**src/rtl/cpu_types_pkg.sv**
```systemverilog
// Shared CPU/memory types: RAM handshake state, data word, arbiter FSM state
// and the access kinds the arbiter can grant.
package cpu_types_pkg;

  typedef logic [31:0] word_t;

  typedef enum logic [1:0] {FREE, BUSY, ACCESS, ERROR} ramstate_t;

  typedef enum logic {IDLE, SERVE} arb_state_t;

  typedef enum logic [1:0] {ACC_IREAD, ACC_DREAD, ACC_DWRITE} acc_t;

  // A core asserting dWEN and dREN together is treated as a write.
  function automatic acc_t pick_type(input logic ireq, input logic dreq, input logic wreq);
    if (wreq)      return ACC_DWRITE;
    else if (dreq) return ACC_DREAD;
    else           return ACC_IREAD;
  endfunction

endpackage

```
**src/rtl/mem_arbiter_arb_select.sv**
```systemverilog
// Combinational grant selection for two cores: preferred core first, then the
// other; within the chosen core, write beats data read beats instruction read.
module arb_select
  import cpu_types_pkg::*;
(
  input  logic [1:0] iren,
  input  logic [1:0] dren,
  input  logic [1:0] dwen,
  input  logic       pref,
  output logic       valid,
  output logic       core,
  output acc_t       acc
);

  logic [1:0] has_req;

  assign has_req = iren | dren | dwen;

  always_comb begin
    valid = |has_req;
    core  = has_req[pref] ? pref : ~pref;
    acc   = pick_type(iren[core], dren[core], dwen[core]);
  end

endmodule

```
**src/rtl/mem_arbiter.sv**
```systemverilog
// Two-core arbiter sharing one RAM port. Define MEM_ARBITER_RR_EN for
// round-robin between cores; otherwise core0 always has priority.
module mem_arbiter
  import cpu_types_pkg::*;
#(
  parameter int NCORES = 2,
  parameter int WORDW  = $bits(word_t)
) (
  input  logic                           CLK,
  input  logic                           RST,
  input  logic [NCORES-1:0]              iREN,
  input  logic [NCORES-1:0]              dREN,
  input  logic [NCORES-1:0]              dWEN,
  input  logic [NCORES-1:0][WORDW-1:0]   iaddr,
  input  logic [NCORES-1:0][WORDW-1:0]   daddr,
  input  logic [NCORES-1:0][WORDW-1:0]   dstore,
  output logic [NCORES-1:0]              iwait,
  output logic [NCORES-1:0]              dwait,
  output logic [NCORES-1:0][WORDW-1:0]   iload,
  output logic [NCORES-1:0][WORDW-1:0]   dload,
  output logic [WORDW-1:0]               ramaddr,
  output logic [WORDW-1:0]               ramstore,
  output logic                           ramREN,
  output logic                           ramWEN,
  input  logic [WORDW-1:0]               ramload,
  input  ramstate_t                      ramstate
);

  arb_state_t state, next_state;
  logic       gnt_core;
  acc_t       gnt_acc;
  logic       pref;
  logic       sel_valid;
  logic       sel_core;
  acc_t       sel_acc;
  logic       live_req;
  logic       complete;

  arb_select u_select (
    .iren  (iREN),
    .dren  (dREN),
    .dwen  (dWEN),
    .pref  (pref),
    .valid (sel_valid),
    .core  (sel_core),
    .acc   (sel_acc)
  );

`ifdef MEM_ARBITER_RR_EN
  logic ptr;

  // After a completion the other core becomes preferred; aborts leave it alone.
  always_ff @(posedge CLK) begin
    if (RST)           ptr <= 1'b0;
    else if (complete) ptr <= ~gnt_core;
  end

  assign pref = ptr;
`else
  assign pref = 1'b0;
`endif

  always_comb begin
    case (gnt_acc)
      ACC_DWRITE: live_req = dWEN[gnt_core];
      ACC_DREAD:  live_req = dREN[gnt_core];
      default:    live_req = iREN[gnt_core];
    endcase
  end

  assign complete = (state == SERVE) && live_req && (ramstate == ACCESS);

  always_ff @(posedge CLK) begin
    if (RST) begin
      state    <= IDLE;
      gnt_core <= 1'b0;
      gnt_acc  <= ACC_IREAD;
    end else begin
      state <= next_state;
      if (state == IDLE && sel_valid) begin
        gnt_core <= sel_core;
        gnt_acc  <= sel_acc;
      end
    end
  end

  // A dropped request aborts the transaction even if RAM reports ACCESS.
  always_comb begin
    next_state = state;
    case (state)
      IDLE:    if (sel_valid) next_state = SERVE;
      SERVE:   if (!live_req || complete) next_state = IDLE;
      default: next_state = IDLE;
    endcase
  end

  always_comb begin
    ramaddr  = '0;
    ramstore = '0;
    ramREN   = 1'b0;
    ramWEN   = 1'b0;
    iwait    = '1;
    dwait    = '1;
    iload    = '0;
    dload    = '0;
    if (!RST && state == SERVE) begin
      case (gnt_acc)
        ACC_DWRITE: begin
          ramaddr  = daddr[gnt_core];
          ramstore = dstore[gnt_core];
          ramWEN   = dWEN[gnt_core];
          if (complete) dwait[gnt_core] = 1'b0;
        end
        ACC_DREAD: begin
          ramaddr = daddr[gnt_core];
          ramREN  = dREN[gnt_core];
          if (complete) begin
            dwait[gnt_core] = 1'b0;
            dload[gnt_core] = ramload;
          end
        end
        default: begin
          ramaddr = iaddr[gnt_core];
          ramREN  = iREN[gnt_core];
          if (complete) begin
            iwait[gnt_core] = 1'b0;
            iload[gnt_core] = ramload;
          end
        end
      endcase
    end
  end

endmodule

```
**config.mk**
```make
export PLATFORM = sky130hd
export DESIGN_NAME = mem_arbiter
export DESIGN_NICKNAME = d
export VERILOG_FILES = /design/src/rtl/cpu_types_pkg.sv /design/src/rtl/mem_arbiter_arb_select.sv /design/src/rtl/mem_arbiter.sv
export SDC_FILE = /design/constraint.sdc
export NUM_CORES = 1
export LEC_CHECK = 0
export CORE_AREA = 2 2 167 169
export CTS_CLUSTER_DIAMETER = 100
export DETAILED_ROUTE_END_ITERATION = 8
export DIE_AREA = 0 0 169 171
export PLACE_DENSITY_LB_ADDON = 0.05
export SLEW_MARGIN = 10
export SYNTH_ARGS = -nofsm -noshare
export SYNTH_HDL_FRONTEND = slang
export SYNTH_SLANG_ARGS = --single-unit
```
**constraint.sdc**
```tcl
create_clock -name CLK -period 1.77 [get_ports CLK]
set_input_delay 0.354 -clock CLK [delete_from_list [all_inputs] [get_ports CLK]]
set_output_delay 0.354 -clock CLK [all_outputs]
set_load 0.01 [all_outputs]
```
# --- Word-level counts from Yosys, hierarchy flattened ---
# Cells that the tools add are included.
totals:
  reg_bits: 4
  in_bits: 234
  output_inout_bits: 198
  word_cells: 69
classes:
  n_lt_le_gt_ge: 3
  n_eq_ne: 3
  n_mux: 45
  bitwise_logic: 5
  n_reduce_logical: 10
ops:
  columns: ["operator", "count"]
  rows:
  - ["two-way mux 32 bit", 11]
  - ["two-way mux 64 bit", 5]
  - ["bitwise AND 64 bit", 1]
  - ["demux 32 bit (select 1 bit)", 1]
  - ["two-way mux 1 bit", 18]
  - ["two-way mux 2 bit", 6]
  - ["case mux 1 bit (2 select lines)", 3]
  - ["logical AND 1 bit", 5]
  - ["equality test 2 bit, second input constant", 2]
  - ["< comparator 1 x 2 -> 1 bit, second input constant", 2]
  - ["OR 2 bit", 2]
  - ["OR reduction 2 bit", 2]
  - ["equality test 2 x 1 -> 1 bit, second input constant", 1]
  - ["zero test 1 bit", 2]
  - ["NOT 2 bit", 1]
  - ["demux 1 bit (select 1 bit)", 1]
  - [">= comparator 1 bit, second input constant", 1]
  - ["logical OR 1 bit", 1]
  - ["NOT 1 bit", 1]

# --- Longest topological paths before layout ---
# Gate-level depths: netlist of run 1.
logic_depth:
  ltp_word: 8
  ltp_mapped: 8
  depth_no_buf: 5

# --- Modules after synthesis ---
# From an unflattened synthesis of run 1, not the netlist that was laid out.
hier_totals:
  cells_unflattened: 519
  area_unflattened_um2: 3513.4
by_module_without_submodules:
  columns: ["mod", "instances", "cells_per_inst", "area_each_um2", "seq_area_each_um2"]
  rows:
  - ["mem_arbiter", 1, 505, 3434.5, 80.1]
  - ["arb_select", 1, 14, 78.8, 0.0]

# --- Worst setup path after synthesis of run 1 ---
# No wires, ideal clock.
synth_path:
  path_type: "reg2out"
  startpoint: "register gnt_acc[0]"
  endpoint: "output port dload[24] (netlist name)"
  arrival_time_ps: 1650
  t_required_ps: 1416
  slack_ps: -234
  stages_incl_launch_ff: 9
  path_buffers: 3
  cell_sequence: "dfxtp_1 -> inv_1 -> ha_1 -> buf_4 -> and2_1 -> a22oi_2 -> buf_4 -> buf_6 -> a211oi_2"
synth_rtl:
  columns: ["item", "line_no", "text"]
  rows:
  - ["from (decl)", "mem_arbiter.sv:31", "acc_t gnt_acc;"]
  - ["from (signal assigned)", "mem_arbiter.sv:82", "gnt_acc <= sel_acc;"]
  - ["to (decl)", "mem_arbiter.sv:20", "output logic [NCORES-1:0][WORDW-1:0] dload,"]

==> impl_metrics.json, run 1 <==
{
  "status": "complete, but fails checks",
  "violations": "negative setup slack",
  "clock_latency_ns": 0.23,
  "setup_slack_ns": -0.521,
  "place_congestion": 0.802,
  "diodes": 0,
  "fin_crit_sh": 1.29,
  "dr.pass1.iters": 4,
  "worstPathArrival_ns": 1.94,
  "place_ws_ns": -1.02,
  "period_needed_ns": 2.29,
  "ff2ff_path_depth": 7,
  "die_height_microns": 171,
  "cts_max_level": 1,
  "ys_async_sr_fraction": 0,
  "placed_cells": 1221,
  "area_delta_synth_final_pct": 207,
  "synth_area_leader_cell": "and2_1",
  "crit_start": "gnt_acc[1]",
  "grt_max_degree": 26,
  "yosys.area.top_type_share": 0.181,
  "hp-class": "input pin to register",
  "vias": 5631,
  "final_hold_viol_count": 0,
  "nNetsFinal": 1205,
  "ys_types": 39,
  "reg2reg_to": "state",
  "crit_required_ns": 1.42,
  "clock_sinks": 4,
  "worstSetupPathType": "register to primary output",
  "cts_tree": "yes",
  "clk_pin_slew_ns": 0.03,
  "r2r_setup_slack_ns": 0.22,
  "synth_area_sq_um": 3360,
  "hold_ws_ns": 0.559,
  "avgRoutedWirePerCell_microns": 20.2,
  "synth_flop_cell": "dfxtp_1",
  "ys_ff_latch": 4,
  "skew_ns": 0.00649,
  "dp_hpwl_mm": 19.1,
  "grt_pass1_wl_mm": 37.5,
  "drv_slew": 0,
  "yosys-top-cells-area": "and2_1 (18%), mux4_2 (15%), mux2i_1 (9.5%)",
  "rsz0062_at_grt": "yes",
  "syn-num-nets": 661,
  "p_per_area_nw_per_um2": 286,
  "drt_iter0_markers": 202,
  "vdd_drop_max_v": 0.000189,
  "setup-violations-final": 197,
  "clk_path_buf_depth": 2,
  "fillCellCount": 2808,
  "cts_buffers": 3,
  "worst_pin_slew_ns": 0.369,
  "cp-start-kind": "register",
  "crit_fanout": 7,
  "drive_above_1_share": 0.573,
  "cap_violations": 0,
  "rows": 61,
  "design.die.area_sq_um": 28900,
  "grtUsageTotal": 0.171,
  "hp-start": "RST",
  "finalPower_mw": 2.95,
  "end_kind": "primary output",
  "max_freq_mhz": 436,
  "drt_wl_total_mm": 26.6,
  "syn-mean-instance-area_sq_um": 7.90,
  "rr_startpoint": "gnt_acc[0]",
  "synth_edf_count": 0,
  "antenna_found_initial": 1,
  "final_antenna_net_count": 0,
  "total_leakage_power_nw": 4.27,
  "crit_path_end": "dload[27]",
  "synth_warnings": 0,
  "relSlewSlack": 0.753,
  "port_buffers": 431,
  "cts_root_buf": "clkbuf_16",
  "ios": 432,
  "initial_core_util": 0.123,
  "die_x_microns": 169,
  "overflow": 0,
  "synth_cells": 425,
  "fin_cells": 1314,
  "grt_pass1_vias": 5902,
  "core-area_sq_um": 27300,
  "vias_per_cell": 4.29,
  "ys_seq_area_frac": 0.0239,
  "drcViolationCount": 0
}
## worst max-delay path, cell delays in order (launching register included)
cell and delay [ns]:
dfxtp_1 0.36, ha_4 0.24, and3b_2 0.25, a22oi_2 0.06, buf_6 0.15, buf_12 0.15, buf_12 0.14, a211oi_4 0.22
buf_6 0.15
## repair_timing
item | CTS | global route
buffers inserted | 51 | 22
hold buffers | 0 | 0
pin swaps | 91 | 41
cloned | 25 | 3
setup endpoints to repair | 198 | 198
resized for setup | 1036 | 134
## per-stage QoR
step / instance area (sq um) / setup TNS, ns / utilization
4_1_cts: 9950 / -81.56 / 0.364
3_3_place_gp: 8660 / -164.46 / 0.317
2_1_floorplan: 3550 / -5.26 / -
5_1_grt: 10300 / -89.18 / 0.378
3_5_place_dp: 8660 / -167.26 / 0.317
6_report: 10300 / -75.37 / 0.378
## cell usage after synthesis (all sizes together), types with 2 or more instances
master,instances
clkbuf,14
a21oi,33
ha,2
a211oi,34
and3b,2
dfxtp,4
nand4,33
nand2b,2
mux4,32
and4,2
mux2i,32
mux2,3
a211o,3
inv,6
and2,97
a22oi,2
buf,41
nor3,2
nand2,37
nor2,32
## state kept, by name, indices dropped and copies added (netlist names)
| signal | flops |
|---|---|
| gnt_core | 1 |
| state | 1 |
| gnt_acc | 2 |
## cells by family after synthesis
group	Yosys count	synth area share
AND/OR/NAND/NOR	212	0.352
AO/OA/AOI/OAI	79	0.167
multiplexers	67	0.333
buffers and inverters	61	0.118
flip-flops	4	0.0239
adder cells (fa/ha/maj)	2	0.00746
## worst min path at each step
stage | to | slack (ns) | cells after the start
after floorplan | gnt_acc[1] | 0.43 | 1
after global placement | gnt_acc[0] | 0.60 | 2
after detailed placement | gnt_acc[1] | 0.61 | 3
after CTS | gnt_acc[1] | 0.55 | 4
after global routing | gnt_acc[1] | 0.58 | 4
final | gnt_acc[1] | 0.56 | 4
## layout by cell type, fill, tap and decap left out, types with 3 or more instances in the layout
cell	instances
and2_1	36
buf_4	68
nor2_2	4
mux2i_2	7
mux2i_4	8
and2_4	61
nor2_4	5
clkdlybuf4s50_1	226
dlygate4sd2_1	6
nor2_1	23
nand2_1	34
mux4_2	27
buf_6	116
a21oi_2	21
mux4_1	5
buf_16	16
buf_8	8
buf_2	111
nand4_1	33
a211o_1	3
a211oi_2	23
clkbuf_16	6
a21oi_1	9
bufbuf_16	3
buf_12	34
a21oi_4	3
mux2_4	3
a211oi_4	9
mux2i_1	17
## per-layer routing
metal  track usage  up-vias  share of wire
met3        0.0370       24          0.069
met4        0.0331        2          0.014
met5             0        -        0.00049
met2         0.350      243           0.57
met1         0.178     2710           0.35
li1              -     2652              -
## power by group
group          switching [mW]  total [mW]  internal (mW)
registers              0.0141       0.116          0.102
clock network          0.0741       0.373          0.298
logic                   0.906        2.46           1.55
total                   0.994        2.95           1.95
## area by class of cell
cell class	instances	area, sq um	share of cell area
Multi-Input combinational cell	360	3560	0.345
Clock buffer	4	78.8	0.00764
Tap cell	346	433	0.0420
Inverter	6	31.3	0.00303
Timing Repair Buffer	594	6120	0.594
Sequential cell	4	88.8	0.00861
(Power assumes the default switching activity.)
==> run 2, diff against run 1 <==
- CAP_MARGIN: unset -> 5
- CORE_AREA: 2 2 167 169 -> 2 2 169 171
- DIE_AREA: 0 0 169 171 -> 0 0 171 173
- DONT_BUFFER_PORTS: unset -> 1
==> run 2 against run 1 <==
Compared with the run above: the run still ends with negative setup slack left; maximum frequency rose by 2.4%; wire length fell by 17%; die area rose by 2.4%; setup slack improved by 0.054 ns; non-clock buffer count fell by 439; critical path type unchanged; critical endpoint is now dwait[1]; largest cell class is now multi-input combinational cells.
==> impl_metrics.json, run 2 (same netlist as run 1, synthesis figures left out) <==
{
  "status": "complete, but fails checks",
  "violations": "negative setup slack",
  "initial_core_util": 0.121,
  "place_congestion": 0.699,
  "cap_violations": 0,
  "core-area_sq_um": 27600,
  "rsz0062_at_grt": "yes",
  "clk_path_buf_depth": 2,
  "hold_end": "gnt_acc[1]",
  "clk_pin_slew_ns": 0.03,
  "rr_startpoint": "gnt_acc[0]",
  "final_hold_viol_count": 0,
  "die_height_microns": 173,
  "diodes": 0,
  "setup_slack_ns": -0.467,
  "area_delta_synth_final_pct": 87.8,
  "drive_above_1_share": 0.682,
  "vias": 4018,
  "cts_tree": "yes",
  "total_leakage_power_nw": 2.19,
  "avgRoutedWirePerCell_microns": 24.4,
  "setup-tns-final_ns": -63.52,
  "final_antenna_net_count": 0,
  "drt_iter0_markers": 130,
  "ios": 432,
  "cts_max_level": 1,
  "cts_buffers": 3,
  "grtUsageMet1": 0.138,
  "placed_cells": 853,
  "vias_per_cell": 4.43,
  "hp-start": "RST",
  "period_needed_ns": 2.24,
  "nNetsFinal": 766,
  "clock_sinks": 4,
  "grt_pass1_wl_mm": 28.6,
  "worstPathArrival_ns": 1.88,
  "cp-start-kind": "register",
  "rows": 61,
  "die_x_microns": 171,
  "worst_pin_slew_ns": 0.377,
  "relSlewSlack": 0.747,
  "grtUsageTotal": 0.128,
  "vdd_drop_max_v": 0.000214,
  "whs_path_depth": 1,
  "final_common_cell": "buf_4",
  "skew_ns": 0.00171,
  "cts_root_buf": "clkbuf_16",
  "hold_ws_ns": 0.207,
  "regArea_sq_um": 90.1,
  "worstSetupPathType": "register to primary output",
  "r2r_setup_slack_ns": 0.37,
  "drv_slew": 0,
  "antenna_found_initial": 1,
  "setup-violations-final": 192,
  "port_buffers": 0,
  "reg2reg_to": "state",
  "use_met3": 0.0199,
  "reg_top3": "gnt_acc: 2 flops, gnt_core: 1 flops, state: 1 flops",
  "multi_input_area_sq_um": 3610,
  "grt_max_degree": 41,
  "fin_cells": 907,
  "top_register": "gnt_acc",
  "fillCellCount": 3036,
  "max_freq_mhz": 447,
  "design.die.area_sq_um": 29600,
  "fin_crit_sh": 1.26,
  "grt_pass1_vias": 4209,
  "ff2ff_path_depth": 7,
  "largest_reg_flops": 2,
  "end_kind": "primary output",
  "grtUsageMet2": 0.258,
  "grt_most_used_layer": "met2",
  "final_cell_mix": "buf_4 (89), and2_4 (86), nand2_1 (34)",
  "design_area_sq_um": 6300,
  "drcViolationCount": 0,
  "overflow": 0,
  "clock_latency_ns": 0.23,
  "crit_required_ns": 1.42,
  "hp-class": "input pin to register",
  "dr.pass1.iters": 4,
  "drt_wl_total_mm": 22.1,
  "finalPower_mw": 2.12,
  "place_area_sq_um": 4600,
  "crit_fanout": 27,
  "dp_hpwl_mm": 15.6,
  "p_per_area_nw_per_um2": 337
}
-- run 2: layout make-up --
| cell class | count | share of cell area |
|---|---|---|
| clock buffer | 4 | 0.0125 |
| inverter | 6 | 0.00476 |
| multi-input combinational | 360 | 0.573 |
| sequential | 4 | 0.0143 |
| tap | 378 | 0.0750 |
| timing repair buffer | 155 | 0.321 |
-- run 2: metrics by stage --
step | setup slack (ns) | utilization
after floorplan | -0.110 | -
after global placement | -0.350 | 0.166
after detailed placement | -0.366 | 0.166
after CTS | -0.472 | 0.209
after global routing | -0.550 | 0.228
final | -0.467 | 0.228
-- run 2: critical path, cell delays in order (launching register included) --
cell and delay, ns:
dfxtp_2 0.32, inv_2 0.04, ha_4 0.22, and3b_1 0.25
a22oi_2 0.10, buf_12 0.21, a211o_4 0.38, buf_12 0.13
-- run 2: where the power goes --
| group | switching, mW | total [mW] | internal, mW |
|---|---|---|---|
| combinational | 0.723 | 1.64 | 0.916 |
| sequential | 0.0136 | 0.116 | 0.103 |
| clock | 0.0691 | 0.367 | 0.298 |
-- run 2: repair_timing --
item / CTS / global route
hold buffers: 0 / 0
setup buffers: 22 / 3
setup endpoints to repair: 198 / 198
pin swaps: 15 / 32
resized for setup: 134 / 88
cloned: 17 / 12
-- run 2: layer usage --
| layer | up-vias | part of all wire |
|---|---|---|
| li1 | 1774 | - |
| met1 | 1986 | 0.36 |
| met2 | 240 | 0.56 |
| met3 | 18 | 0.063 |
| met4 | 0 | 0.020 |
| met5 | - | 0 |
-- run 2: worst max path at each step --
stage | start | cells after the start | end | slack, ns
6_report | gnt_acc[0] | 7 | dwait[1] | -0.47
5_1_grt | gnt_acc[0] | 8 | dload[39] | -0.55
4_1_cts | gnt_acc[0] | 8 | dload[39] | -0.47
3_5_place_dp | gnt_acc[0] | 7 | dwait[1] | -0.37
3_3_place_gp | gnt_acc[0] | 7 | dwait[1] | -0.35
2_1_floorplan | gnt_acc[0] | 8 | dload[24] | -0.11
